===== config.mk =====
export PLATFORM = sky130hd
export DESIGN_NAME = hazard_scoreboard_unit
export DESIGN_NICKNAME = d
export VERILOG_FILES = /design/src/rtl/hazard_pkg.sv /design/src/rtl/hazard_sb_counter.sv /design/src/rtl/hazard_scoreboard_unit.sv
export SDC_FILE = /design/constraint.sdc
export NUM_CORES = 1
export LEC_CHECK = 0
export ABC_AREA = 1
export CORE_MARGIN = 3
export CORE_UTILIZATION = 50
export DETAILED_ROUTE_END_ITERATION = 16
export DONT_BUFFER_PORTS = 1
export PLACE_DENSITY_LB_ADDON = 0.3
export SLEW_MARGIN = 20
export SYNTH_ARGS = -nofsm -noshare
export SYNTH_HDL_FRONTEND = slang
export SYNTH_SLANG_ARGS = --single-unit
export TNS_END_PERCENT = 5

===== constraint.sdc =====
create_clock -name clk -period 6 [get_ports clk]
set_input_delay 1.2 -clock clk [delete_from_list [all_inputs] [get_ports clk]]
set_output_delay 1.2 -clock clk [all_outputs]
set_load 0.01 [all_outputs]

===== src/rtl/hazard_pkg.sv =====
// Shared constants and helpers for the hazard scoreboard unit.
package hazard_pkg;

  localparam int unsigned REG_IDX_W = 5;
  localparam int unsigned MAX_LANES = 4;

  // Width that holds LOAD_LAT without overflow.
  function automatic int unsigned cntWidth(input int unsigned loadLat);
    return $clog2(loadLat + 1);
  endfunction

  // Extract one lane's register index from a (zero-padded) packed bus.
  function automatic logic [REG_IDX_W-1:0] laneIdx(input logic [MAX_LANES*REG_IDX_W-1:0] bus,
                                                   input int unsigned lane);
    return bus[lane*REG_IDX_W +: REG_IDX_W];
  endfunction

endpackage


===== src/rtl/hazard_sb_counter.sv =====
// Countdown for one architectural register; set has priority over decrement.
module hazard_sb_counter
  import hazard_pkg::*;
#(
  parameter int unsigned LOAD_LAT = 1,
  parameter int unsigned CNT_W    = cntWidth(LOAD_LAT)
) (
  input  logic clk,
  input  logic reset,
  input  logic set,
  output logic busy
);

  logic [CNT_W-1:0] countQ, countD;

  always_comb begin
    countD = countQ;
    if (set) begin
      countD = CNT_W'(LOAD_LAT);
    end else if (countQ != '0) begin
      countD = countQ - 1'b1;
    end
  end

  always_ff @(posedge clk or posedge reset) begin
    if (reset) begin
      countQ <= '0;
    end else begin
      countQ <= countD;
    end
  end

  assign busy = (countQ != '0);

endmodule


===== src/rtl/hazard_scoreboard_unit.sv =====
// Multi-lane load-use scoreboard and oldest-lane mispredict resolver.
// Optional perf counters are built when HAZARD_PERF_CNT_EN is defined.
module hazard_scoreboard_unit
  import hazard_pkg::*;
#(
  parameter int unsigned ISSUE_W  = 2,
  parameter int unsigned NUM_REGS = 32,
  parameter int unsigned LOAD_LAT = 1,
  localparam int unsigned LANE_W  = (ISSUE_W > 1) ? $clog2(ISSUE_W) : 1
) (
  input  logic                           clk,
  input  logic                           reset,
  input  logic [ISSUE_W-1:0]             valid_d,
  input  logic [ISSUE_W*REG_IDX_W-1:0]   rs_d,
  input  logic [ISSUE_W*REG_IDX_W-1:0]   rt_d,
  input  logic [ISSUE_W*REG_IDX_W-1:0]   write_reg_d,
  input  logic [ISSUE_W-1:0]             mem_read_d,
  input  logic [ISSUE_W-1:0]             branch_e,
  input  logic [ISSUE_W-1:0]             taken_e,
  input  logic [ISSUE_W-1:0]             prediction_e,
  input  logic                           pc_src,
  output logic                           stall,
  output logic                           flush,
  output logic                           cpc_signal,
  output logic [LANE_W-1:0]              cpc_lane,
  output logic [NUM_REGS-1:0]            busy,
  output logic [31:0]                    stall_cnt,
  output logic [31:0]                    flush_cnt,
  output logic [31:0]                    mispredict_cnt
);

  logic [ISSUE_W-1:0]              mispredict;
  logic [MAX_LANES*REG_IDX_W-1:0]  rsPad, rtPad, wrPad;
  logic [REG_IDX_W-1:0]            rsIdx, rtIdx, wrIdx;
  logic                            anyHazard, fire;
  logic [NUM_REGS-1:0]             setVec, busyVec;

  // Lowest mispredicting lane wins: scan from youngest down so the oldest overwrites.
  always_comb begin
    mispredict = branch_e & (taken_e ^ prediction_e);
    cpc_signal = |mispredict;
    cpc_lane   = '0;
    for (int i = ISSUE_W - 1; i >= 0; i--) begin
      if (mispredict[i]) cpc_lane = LANE_W'(i);
    end
  end

  always_comb begin
    rsPad = '0;
    rtPad = '0;
    wrPad = '0;
    rsPad[ISSUE_W*REG_IDX_W-1:0] = rs_d;
    rtPad[ISSUE_W*REG_IDX_W-1:0] = rt_d;
    wrPad[ISSUE_W*REG_IDX_W-1:0] = write_reg_d;
  end

  always_comb begin
    anyHazard = 1'b0;
    rsIdx     = '0;
    rtIdx     = '0;
    for (int i = 0; i < ISSUE_W; i++) begin
      rsIdx = laneIdx(rsPad, i);
      rtIdx = laneIdx(rtPad, i);
      if (valid_d[i] && (((rsIdx != '0) && busyVec[rsIdx]) ||
                         ((rtIdx != '0) && busyVec[rtIdx]))) begin
        anyHazard = 1'b1;
      end
    end
  end

  assign flush = cpc_signal | pc_src;
  assign stall = anyHazard & ~flush;
  assign fire  = ~stall & ~flush;

  // Duplicate destinations within a bundle simply OR into one set.
  always_comb begin
    setVec = '0;
    wrIdx  = '0;
    for (int i = 0; i < ISSUE_W; i++) begin
      wrIdx = laneIdx(wrPad, i);
      if (fire && valid_d[i] && mem_read_d[i] && (wrIdx != '0)) setVec[wrIdx] = 1'b1;
    end
  end

  assign busyVec[0] = 1'b0;

  for (genvar r = 1; r < NUM_REGS; r++) begin : gen_sb
    hazard_sb_counter #(
      .LOAD_LAT (LOAD_LAT)
    ) u_cnt (
      .clk   (clk),
      .reset (reset),
      .set   (setVec[r]),
      .busy  (busyVec[r])
    );
  end

  assign busy = busyVec;

`ifdef HAZARD_PERF_CNT_EN
  logic [31:0] stallCntQ, flushCntQ, mispredictCntQ;

  always_ff @(posedge clk or posedge reset) begin
    if (reset) begin
      stallCntQ      <= '0;
      flushCntQ      <= '0;
      mispredictCntQ <= '0;
    end else begin
      if (stall)      stallCntQ      <= stallCntQ + 32'd1;
      if (flush)      flushCntQ      <= flushCntQ + 32'd1;
      if (cpc_signal) mispredictCntQ <= mispredictCntQ + 32'd1;
    end
  end

  assign stall_cnt      = stallCntQ;
  assign flush_cnt      = flushCntQ;
  assign mispredict_cnt = mispredictCntQ;
`else
  assign stall_cnt      = '0;
  assign flush_cnt      = '0;
  assign mispredict_cnt = '0;
`endif

endmodule


# Yosys cells after proc, flatten, opt, wreduce, memory -nomap -nowiden
# Index checks and enable logic that the tools add are counted.
# totals
regBits	31
in_bits	43
output_inout_bits	132
elab_cells	181
# classes
add_sub_neg	31
order_cmp	8
mux	80
bitwise_logic	8
n_reduce_logical	23
# ops
cell	n
2-to-1 mux 1 bit	72
2-to-1 mux 32 bit	2
< comparator 5 x 6 -> 1 bit, second input constant	6
bitwise OR 32 bit	1
subtractor 1 bit, second input constant	31
nonzero test 5 bit	6
binary-select mux 1 bit (select 5 bit)	4
logical AND 1 bit	14
demux 1 bit (select 5 bit)	2
greater-or-equal comparator 5 x 1 -> 1 bit, second input constant	2
AND 1 bit	2
AND 2 bit	1
logical OR 1 bit	2
inverter 1 bit	2
OR reduction 2 bit	1
bitwise XOR 2 bit	1
bitwise OR 1 bit	1

# Longest topological paths before layout
# Gate-level depths: netlist of the first run.
# logic_depth
ltp_word	17
depth_mapped	18
ltp_nobuf	16

# Cells and area by module
# Synthesis of the first run repeated with hierarchy kept, for this count alone.
# unflattened
cells_unflattened	727
area_unflattened_um2	4266.6
# modules_own_cells
mod	instances	cells_each	area_per_inst_um2	seq_area_each_um2
hazard_scoreboard_unit	1	665	3374.5	0.0
hazard_sb_counter	31	2	28.8	25.0

# Least setup slack after synthesis of the first run
# No wires, ideal clock.
# synth_timing
path_type	in2out
from	input port rt_d[5]
to	output port stall
arrival_ns	2.572
t_required_ns	4.800
setup_slack_ns	2.228
cell_stages	14
n_path_buf	3
cell_sequence	buf_4 buf_4 o21ai_0 nand2_1 nand3_1 nand3_1 nand2_1 nand2_1 nand2_1 nor2_2 nor2_2 nor2_8 buf_6 nor2_1
# synth_via
elab_chain_cells	7
word_cells_on_any_way	8
cone_classes	mux: 3; bitwise: 1; reduce/logical: 4
# synth_rtl
element	line	rtl
start: declaration	hazard_scoreboard_unit.sv:15	input logic [ISSUE_W*REG_IDX_W-1:0] rt_d,
binary-select mux 1 bit (select 5 bit)	hazard_scoreboard_unit.sv:65	((rtIdx != '0) && busyVec[rtIdx]))) begin
2-to-1 mux 1 bit (not written as such)	hazard_scoreboard_unit.sv:65	
logical AND 1 bit (*)	hazard_scoreboard_unit.sv:65	
logical OR 1 bit (*)	hazard_scoreboard_unit.sv:64	if (valid_d[i] && (((rsIdx != '0) && busyVec[rsIdx]) ||
logical AND 1 bit (*)	hazard_scoreboard_unit.sv:64	
2-to-1 mux 1 bit (*)	hazard_scoreboard_unit.sv:64	
AND 1 bit (*)	hazard_scoreboard_unit.sv:72	assign stall = anyHazard & ~flush;
end: declaration	hazard_scoreboard_unit.sv:22	output logic stall,
# Every way passes the cells marked *; elsewhere a longest branch is shown, timed or not. The select of a mux whose other input is x is not followed.

# Final worst setup path of the first run
# layout_timing
from	input port rt_d[0]
to	output port stall
# layout_via
elab_chain_cells	8
word_cells_on_any_way	9
cone_classes	mux: 4; bitwise: 1; reduce/logical: 4
# layout_rtl
element	line
binary-select mux 1 bit (select 5 bit)	hazard_scoreboard_unit.sv:65
2-to-1 mux 1 bit (not written as such)	hazard_scoreboard_unit.sv:65
logical AND 1 bit (*)	hazard_scoreboard_unit.sv:65
logical OR 1 bit (*)	hazard_scoreboard_unit.sv:64
logical AND 1 bit (*)	hazard_scoreboard_unit.sv:64
2-to-1 mux 1 bit (*) (2 in series)	hazard_scoreboard_unit.sv:64
AND 1 bit (*)	hazard_scoreboard_unit.sv:72
# Marks and branches as above.

==> summary.md, run 1 <==
| Metric | Value |
|---|---|
| Largest net degree at the start of global routing | `64` |
| Max-Cap Viols | `0` |
| Crit. End Element | `output port` |
| I/O pins | `175` |
| ANT cells | `0` |
| Synthesized area | `roughly 4300 µm²` |
| First drt pass iteration count | `5` |
| Resize count post-CTS | `0` |
| Area Growth Syn to Fin | `-13.5%` |
| Layout Nets | `approximately 720` |
| Worst slew pin tran | `944 ps` |
| Buf/Inv on CP | `2` |
| Most numerous cell in the Yosys netlist | `nand2_1` |
| PwrDens | `between 100 and 150 nW/µm²` |
| Post-DR wirelength/cell | `around 15 µm` |
| Crit path top cell by count | `nand2_1` |
| Slew HR | `0.370` |
| Die height | `~99 µm` |
| H-tree level count | `2` |
| TritonCTS clock tree | `done` |
| Starting Density | `0.521` |
| GRT Total Usage | `0.234` |
| Final Setup Violations | `0` |
| CTS clk-pin slew, worst paths | `~60 ps` |
| Max reg flops | `31` |
| Final HPWL DP | `9090 µm` |
| DRT Wirelength | `11800 µm` |
| Cts hold-fix bufs | `0` |
| Layout cell share with drive strength beyond 1 | `0.0324` |
| Static Leakage | `0.00218 µW` |
| DRT iter0 DRCs | `287` |
| Most common library cells after synthesis | `nand2_1 (228), buf_4 (133), nor2_1 (84)` |
| Crit path cell chain | `inv_2 -> nor2_1 -> nand2_1 -> nand3_1 -> nand2_1 -> nand2_1 -> inv_1 -> nand2_1 -> nand2_1 -> nand2_1 -> nor2_2 -> nor2_4 -> nor2_8 -> nor2_1` |
| WP data arrival | `2980 ps` |
| Post-CTS Setup Bufs | `0` |
| Crit path max-delay family | `simple AND/OR/NAND/NOR gates` |
| CP required | `4800 ps` |
| Setup TNS | `0 ps` |
| Synth cell types | `22` |
| Clk root buf | `clkbuf_8` |
| Pins Over Slew Limit | `0` |
| Core Rows | `33` |
| Seq cells post-synth | `31` |
| GRT overflow | `0` |
| CTS Buffer Depth | `2` |
| Worst ir drop on vdd | `0.0000707 V` |
| Share of the synthesized area in the top cell type | `0.231` |
| First-pass GRT wire length | `18800 µm` |
| CP max stage delay | `530 ps` |
| Antenna-violating nets left | `0` |
| Peak fanout along the critical path | `63` |
| Die width | `~99 µm` |
| Critical-path top delay cell | `nor2_8` |
| Vias post-DR | `just over 4000` |
| Post-synth EDFFs | `0` |
| Clock sink count | `31` |
| GP Congestion | `0.914` |
| RSZ-0062 raised after global routing | `false` |
| Syn Area/Cell | `5.87 µm²` |
| Crit path time final | `about 4200 ps` |
| CTS buffer count | `5` |
| Hold crit path type | `in2async` |
| Outcome | `complete, no violations` |
| Clk_skew | `about 4.5 ps` |
| DRC viols | `0` |
| Vias in the first global route | `3760` |
| FFs w/ async S/R, synth | `1.00` |
| Maximum clock frequency | `0.239 GHz` |
| Post-synth top area cell | `buf_4` |
| Hold slack | `872 ps` |
| Type of the worst setup path | `in2out` |
| Top cells by area, synth | `buf_4 (23%), nand2_1 (20%), dfrtp_1 (18%)` |
| Yosys warning total | `0` |
| Post-route clock period utilization | `0.696` |
| Hold Violations, Final | `0` |
| Port bufs | `0` |
| Post-Synthesis Cells | `736` |
| Worst-Skew Late Latency | `280 ps` |
| Sequential element share of the synthesized area | `0.180` |
| Via density | `between 5 and 6` |
| Primary FF master, synth | `dfrtp_1` |
| Core Box Area | `about 8300 µm²` |
| Startpoint types | `primary input` |
| Initial antenna violation count | `0` |
| Die area | `9790 µm²` |
[layout make-up]
class,count,area [µm²]
Fill cell,896,4560
Multi-Input combinational cell,573,2480
Sequential cell,31,776
Inverter,67,251
Tap cell,105,131
Clock buffer,6,82.6
Timing Repair Buffer,1,7.51
Clock inverter,1,5.00
[cells in the final DEF (no fill, tap or decap)]
| cell type | instances |
|---|---|
| a21oi_1 | 8 |
| buf_4 | 1 |
| clkbuf_8 | 6 |
| clkinv_2 | 1 |
| conb_1 | 97 |
| dfrtp_1 | 31 |
| inv_1 | 62 |
| inv_2 | 5 |
| nand2_1 | 228 |
| nand3_1 | 75 |
| nand4_1 | 64 |
| nor2_1 | 83 |
| nor2_2 | 4 |
| nor2_4 | 2 |
| nor2_8 | 1 |
| nor3_1 | 2 |
| o211ai_1 | 3 |
| o21ai_0 | 3 |
| or2_2 | 2 |
| xor2_1 | 1 |
[layer usage]
layer	vias to the layer above	global-route usage	part of all wire	routed length, µm
li1	1995	-	-	-
met2	268	0.405	0.49	5810
met3	41	0.0375	0.11	1290
met5	-	0	0	0
met4	0	0.118	0.040	474
met1	1835	0.280	0.36	4230
[final timing paths]
check	cells after the start	to	slack, ps	start
setup / recovery	14	stall	1820	rt_d[0]
hold / removal	1	gen_sb[23].u_cnt.busy	870	reset
setup reg to reg	15	gen_sb[13].u_cnt.busy	3640	gen_sb[3].u_cnt.busy
hold reg to reg	11	gen_sb[9].u_cnt.busy	1450	gen_sb[28].u_cnt.busy
max in group asynchronous	1	gen_sb[11].u_cnt.busy	4720	reset
min in group clk	4	gen_sb[24].u_cnt.busy	1260	write_reg_d[4]
[kinds of logic (layout without fill, tap and decap cells)]
group | count (synthesis) | count (layout) | synth area share
DFF | 31 | 31 | 0.180
xor gates and xnor gates | 1 | 1 | 0.00203
AOI/OAI and AO/OA | 14 | 14 | 0.0180
other | 1 | 97 | 0.000868
and+or+nand+nor | 461 | 461 | 0.469
buffers and inverters | 228 | 75 | 0.331
[power by group]
part | total, µW | internal, µW | leakage [µW] | switching (µW)
Sequential | 211 | 210 | 0.000433 | 1.39
Combinational | 155 | 32.9 | 0.00170 | 122
Clock | 162 | 89.8 | 0.0000470 | 72.0
Total | 528 | 332 | 0.00218 | 195
[metrics by stage]
step | cells | util | power, µW | worst slack [ps] | cell area (µm²)
after floorplan | 832 | - | 414 | 2230 | 4680
after global placement | 777 | 0.440 | 363 | 1860 | 3650
final | 784 | 0.450 | 528 | 1820 | 3740
after detailed placement | 777 | 0.440 | 365 | 1850 | 3650
after global routing | 784 | 0.450 | 558 | 1590 | 3740
after CTS | 784 | 0.450 | 528 | 1840 | 3740
(Power assumes the default switching activity.)
==> run 2, diff against run 1 <==
Clock period 6 ns to 3.8 ns, I/O delays scaled along.
==> run 2 against run 1 <==
Die area stayed put; total power grew 58%; count of clock-buffer cells in the layout did not move; via count down 1.4%; routed wire length is 0.56% higher; critical endpoint unchanged; highest routed layer unchanged.
==> summary.md, run 2 (synthesis gave the netlist of run 1 again) <==
| Metric | Value |
|---|---|
| Pins Over Slew Limit | `0 (unchanged)` |
| Via density | `5.20 (-1.5%)` |
| Layout cell share with drive strength beyond 1 | `0.0338 (+0.00142)` |
| Clock sink count | `31 (unchanged)` |
| Post-CTS Setup Bufs | `0 (unchanged)` |
| Max-Cap Viols | `0 (unchanged)` |
| Setup TNS | `0 ps (unchanged)` |
| Cell Int Power | `527 µW (+58%)` |
| Crit path max-delay family | `simple AND/OR/NAND/NOR gates` |
| Layout Nets | `723 (+0.14%)` |
| Crit path top cell by count | `nand2_1` |
| Die area | `9790 µm² (unchanged)` |
| CTS Buffer Depth | `2 (unchanged)` |
| Critical-path top delay cell | `nor2_1` |
| Startpoint types | `primary input` |
| TritonCTS clock tree | `done` |
| Sequential share of power | `0.401 (about the same)` |
| Clk root buf | `clkbuf_8` |
| GP Congestion | `0.929 (+1.6%)` |
| DRT Wirelength | `11900 µm (+0.56%)` |
| Worst-Skew Late Latency | `270 ps (about the same)` |
| Post-DR wirelength/cell | `15.1 µm (+0.43%)` |
| Peak fanout along the critical path | `13 (-79%)` |
| Crit path time final | `2840 ps` |
| Worst slew pin tran | `928 ps (-15.2 ps)` |
| PwrDens | `222 nW/µm² (+57%)` |
| Cts hold-fix bufs | `0 (unchanged)` |
| Outcome | `complete, no violations` |
| Vias in the first global route | `3721 (-1.0%)` |
| WP data arrival | `2080 ps (-900 ps)` |
| Fin util | `0.451 (+0.000905)` |
| CTS clk-pin slew, worst paths | `60 ps (about the same)` |
| Port bufs | `0 (unchanged)` |
| Worst ir drop on vdd | `0.000135 V (+91%)` |
| Largest net degree at the start of global routing | `63 (-1.6%)` |
| Area Growth Syn to Fin | `-13.3%` |
| Die width | `99.0 µm (unchanged)` |
| Die height | `99.0 µm (unchanged)` |
| Maximum clock frequency | `0.352 GHz` |
| H-tree level count | `2 (unchanged)` |
| DRC viols | `0 (unchanged)` |
| GRT Total Usage | `0.231 (-0.00347)` |
| Static Leakage | `0.00218 µW (+0.21%)` |
| Buf/Inv on CP | `2 (unchanged)` |
| Clk pwr share | `0.303 (-0.003)` |
| ANT cells | `0 (unchanged)` |
| Final HPWL DP | `9230 µm (+1.5%)` |
| Type of the worst setup path | `in2out` |
| Antenna-violating nets left | `0 (unchanged)` |
| Post-route clock period utilization | `0.748` |
| Clk_skew | `6.35 ps (+1.87 ps)` |
| Initial antenna violation count | `0 (unchanged)` |
| CP required | `3040 ps (-1760 ps)` |
| Hold crit path type | `in2async` |
| Final Setup Violations | `0 (unchanged)` |
| GRT overflow | `0 (unchanged)` |
| R2R setup slack | `1420 ps (-2220 ps)` |
| Core Rows | `33 (unchanged)` |
| Hold Violations, Final | `0 (unchanged)` |
| First-pass GRT wire length | `18400 µm (-1.8%)` |
| CP max stage delay | `310 ps (-220 ps)` |
| Most common cell after layout, fill and taps aside | `nand2_1` |
| Comb power frac | `0.296 (+0.002)` |
| Crit path cell chain | `inv_2 -> nor2_1 -> nand2_1 -> nand2_1 -> nand2_1 -> nand2_1 -> inv_1 -> nand2_1 -> nand2_1 -> nand2_1 -> nor2_2 -> nor2_4 -> nor2_8 -> nor2_1` |
| DRT iter0 DRCs | `391 (+36%)` |
| Sw Pwr | `305 µW (+56%)` |
| Resize count post-CTS | `0 (unchanged)` |
| Max reg flops | `31 (unchanged)` |
| Starting Density | `0.521 (unchanged)` |
| Most frequent cells in the layout | `nand2_1 (228), conb_1 (97), nor2_1 (83)` |
| RSZ-0062 raised after global routing | `false` |
| Slew HR | `0.380 (+0.0101)` |
| Core Box Area | `8300 µm² (unchanged)` |
| Crit. End Element | `output port` |
| I/O pins | `175 (unchanged)` |
| First drt pass iteration count | `5 (unchanged)` |
| Vias post-DR | `4082 (-1.4%)` |
| CTS buffer count | `5 (unchanged)` |
| Sw Ratio | `0.367 (-0.00330)` |
==> run 2: cell count changes in the layout (fill, tap and decap cells not counted), sizes merged <==
cell,change
buf,+1
==> run 2: area by class of cell <==
type	count	area [µm²]
fill	913	4550
sequential	31	776
tap	105	131
clock inverter	1	5.00
multi-input combinational	573	2480
timing repair buffer	2	15.0
inverter	67	251
clock buffer	6	82.6
==> run 2: routing by layer <==
| layer | GRT usage | routed length (µm) | vias up |
|---|---|---|---|
| met1 | 0.281 | 4370 | 1817 |
| li1 | - | - | 1995 |
| met2 | 0.410 | 6080 | 247 |
| met3 | 0.0347 | 1190 | 23 |
| met4 | 0.0861 | 221 | 0 |
| met5 | 0 | 0 | - |
==> run 2: worst register-to-register path: stages, from the launching register on <==
cell     delay [ps]
dfrtp_1         430
inv_1           200
nand2_1          80
nand3_1         100
nand2_1          60
nand2_1          50
nand2_1          50
inv_1            40
nand2_1          40
nand2_1          50
nand2_1          60
nor2_2          150
nor2_2           90
nor2_8          120
buf_4           470
nand4_1         180
nand2_1         140
==> run 2: power groups by stage <==
stage / combinational (µW) / clock [µW] / sequential (µW)
finish: 246 / 252 / 333
global route: 276 / 274 / 333
CTS: 240 / 257 / 333
detailed placement: 239 / 0 / 339
global placement: 237 / 0 / 339
floorplan: 315 / 0 / 338
==> run 2: path summary, 6_finish.rpt <==
path	start	endpoint	cells after the start
worst min-delay path	reset	gen_sb[20].u_cnt.busy	1
worst min register to register	gen_sb[28].u_cnt.busy	gen_sb[5].u_cnt.busy	12
worst max register to register	gen_sb[2].u_cnt.busy	gen_sb[1].u_cnt.busy	16
max in group asynchronous	reset	gen_sb[31].u_cnt.busy	1
worst max-delay path	rt_d[0]	stall	14
min in group clk	write_reg_d[3]	gen_sb[14].u_cnt.busy	4
==> run 2: through the flow <==
stage	hold slack (ps)	instances	setup WS, ps	total power, µW	cell area [µm²]
6_report	440	785	957	832	3740
4_1_cts	683	785	958	830	3740
5_1_grt	485	785	736	883	3740
3_5_place_dp	977	778	962	579	3660
3_3_place_gp	973	778	977	576	3660
2_1_floorplan	864	832	909	653	4680
==> run 3, diff against run 2 <==
Clock period 3.8 ns to 2.4 ns, I/O delays scaled along.
==> run 3 against run 2 <==
Register-to-register slack lost 1100 ps; sequential power grew 59%; combinational power grew 71%; count of clock-buffer cells in the layout grew 2; worst setup slack lost 830 ps; clock skew shrank 1.4 ps; critical endpoint unchanged; largest power group unchanged.
==> summary.md, run 3 (synthesis gave the netlist of run 1 again) <==
| Metric | Value |
|---|---|
| Layout cell share with drive strength beyond 1 | `0.0897 (+0.0559)` |
| Worst-Skew Late Latency | `270 ps (about the same)` |
| Maximum clock frequency | `0.440 GHz` |
| Slew HR | `0.547 (+0.166)` |
| Clock sink count | `31 (unchanged)` |
| R2R setup slack | `300 ps (-1120 ps)` |
| Crit. End Element | `output port` |
| WL met3 | `1070 µm (-9.8%)` |
| Worst slew pin tran | `673 ps (-256 ps)` |
| Peak fanout along the critical path | `13 (unchanged)` |
| Vias in the first global route | `3698 (-0.62%)` |
| Crit path time final | `2270 ps` |
| Die width | `99.0 µm (unchanged)` |
| PwrDens | `359 nW/µm² (+62%)` |
| Crit path top cell by count | `nand2_1` |
| Antenna-violating nets left | `0 (unchanged)` |
| I/O pins | `175 (unchanged)` |
| Hold slack | `165 ps (-276 ps)` |
| Area Growth Syn to Fin | `-10.5%` |
| CTS Buffer Depth | `2 (unchanged)` |
| GRT Total Usage | `0.229 (-0.00232)` |
| First-pass GRT wire length | `18200 µm (-1.5%)` |
| Die height | `99.0 µm (unchanged)` |
| GP Congestion | `1.00 (+7.8%)` |
| Crit path cell chain | `inv_2 -> nor2_1 -> nand2_1 -> nand2_1 -> nand2_1 -> nand2_1 -> inv_1 -> nand2_1 -> nand2_1 -> nand2_1 -> nor2_2 -> nor2_4 -> nor2_8 -> nor2_2` |
| Wire length on met2 | `5970 µm (-1.8%)` |
| Worst ir drop on vdd | `0.000173 V (+28%)` |
| DRC viols | `0 (unchanged)` |
| Reg2reg path depth | `17 (+1)` |
| Startpoint types | `primary input` |
| Port bufs | `0 (unchanged)` |
| Die area | `9790 µm² (unchanged)` |
| TritonCTS clock tree | `done` |
| Final Setup Violations | `0 (unchanged)` |
| RSZ-0062 raised after global routing | `false` |
| CP max stage delay | `310 ps (about the same)` |
| Starting Density | `0.521 (unchanged)` |
| CTS buffer count | `5 (unchanged)` |
| Vias post-DR | `4120 (+0.93%)` |
| Hold Violations, Final | `0 (unchanged)` |
| GRT overflow | `0 (unchanged)` |
| Post-route clock period utilization | `0.948` |
| CTS clk-pin slew, worst paths | `60 ps (about the same)` |
| Via density | `5.18 (-0.46%)` |
| Largest net degree at the start of global routing | `63 (unchanged)` |
| DRT iter0 DRCs | `280 (-28%)` |
| Core Rows | `33 (unchanged)` |
| Setup TNS | `0 ps (unchanged)` |
| WP data arrival | `1790 ps (-290 ps)` |
| First drt pass iteration count | `5 (unchanged)` |
| Max reg flops | `31 (unchanged)` |
| CP required | `1920 ps (-1120 ps)` |
| Wl on met1 | `4440 µm (+1.7%)` |
| Uppermost layer routed | `met4` |
| Most common cell after layout, fill and taps aside | `nand2_1` |
| R2R Path Start | `gen_sb[7].u_cnt.busy` |
| Critical-path top delay cell | `nor2_1` |
| Initial antenna violation count | `0 (unchanged)` |
| Fillers | `865 (-5.3%)` |
| Pins Over Slew Limit | `0 (unchanged)` |
| DRT Wirelength | `11900 µm (+0.37%)` |
| Post-DR wirelength/cell | `15.0 µm (-1.0%)` |
| Clk_skew | `4.94 ps (-1.42 ps)` |
| ANT cells | `0 (unchanged)` |
| Type of the worst setup path | `in2out` |
| Clk root buf | `clkbuf_8` |
| Max-Cap Viols | `0 (unchanged)` |
| Final Power | `1390 µW (+67%)` |
| Cts hold-fix bufs | `0 (unchanged)` |
| Static Leakage | `0.00222 µW (+1.8%)` |
| Final HPWL DP | `9330 µm (+1.2%)` |
| R2R Path End | `gen_sb[26].u_cnt.busy` |
| Hold crit path type | `in2async` |
| Most frequent cells in the layout | `nand2_1 (227), conb_1 (97), nor2_1 (82)` |
| Fin util | `0.466 (+0.0148)` |
| Layout Nets | `733 (+1.4%)` |
| Outcome | `complete, no violations` |
| H-tree level count | `2 (unchanged)` |
| Core Box Area | `8300 µm² (unchanged)` |
-- run 3: cell type report --
class	instances	area, µm²	share of cell area
well taps	105	131	0.0340
clock buffers	8	100	0.0259
repair buffers	12	90.1	0.0233
inverters	67	254	0.0657
multi-input cells	573	2500	0.646
flip-flops and latches	31	793	0.205
-- run 3: routing by layer --
layer  GRT usage  up-vias
li1            -     2019
met1       0.281     1840
met2       0.391      228
met3      0.0311       33
met4       0.112        0
met5           0        -
-- run 3: worst max-delay path by stage --
stage	depth (start not counted)	from	end	slack [ps]
finish	14	rt_d[0]	stall	130
detailed placement	14	rt_d[0]	stall	90
CTS	14	gen_sb[21].u_cnt.busy	stall	2
floorplan	14	rt_d[5]	stall	70
global placement	14	rt_d[0]	stall	150
global route	14	gen_sb[7].u_cnt.busy	stall	4
-- run 3: stage by stage --
stage	area, µm²	worst slack [ps]	instances
3_5_place_dp	3720	88.6	786
6_report	3870	125	796
3_3_place_gp	3720	148	786
4_1_cts	3820	2.33	794
5_1_grt	3870	3.74	796
2_1_floorplan	4680	68.5	832
-- run 3: timing repair --
item,CTS,global route
endpoints found under the hold margin,0,0
setup buffers,0,2
pin swaps,0,4
endpoints found under the setup margin,1,1
resized for setup,3,31
-- run 3: power breakdown --
| group | switching [µW] | internal (µW) |
|---|---|---|
| Clock | 178 | 261 |
| Sequential | 3.53 | 524 |
| Combinational | 315 | 106 |
-- run 3: critical path: cells and delay by family --
kind,cells,cell delay [ps]
and+or+nand+nor,12,1180
buffers and inverters,2,110
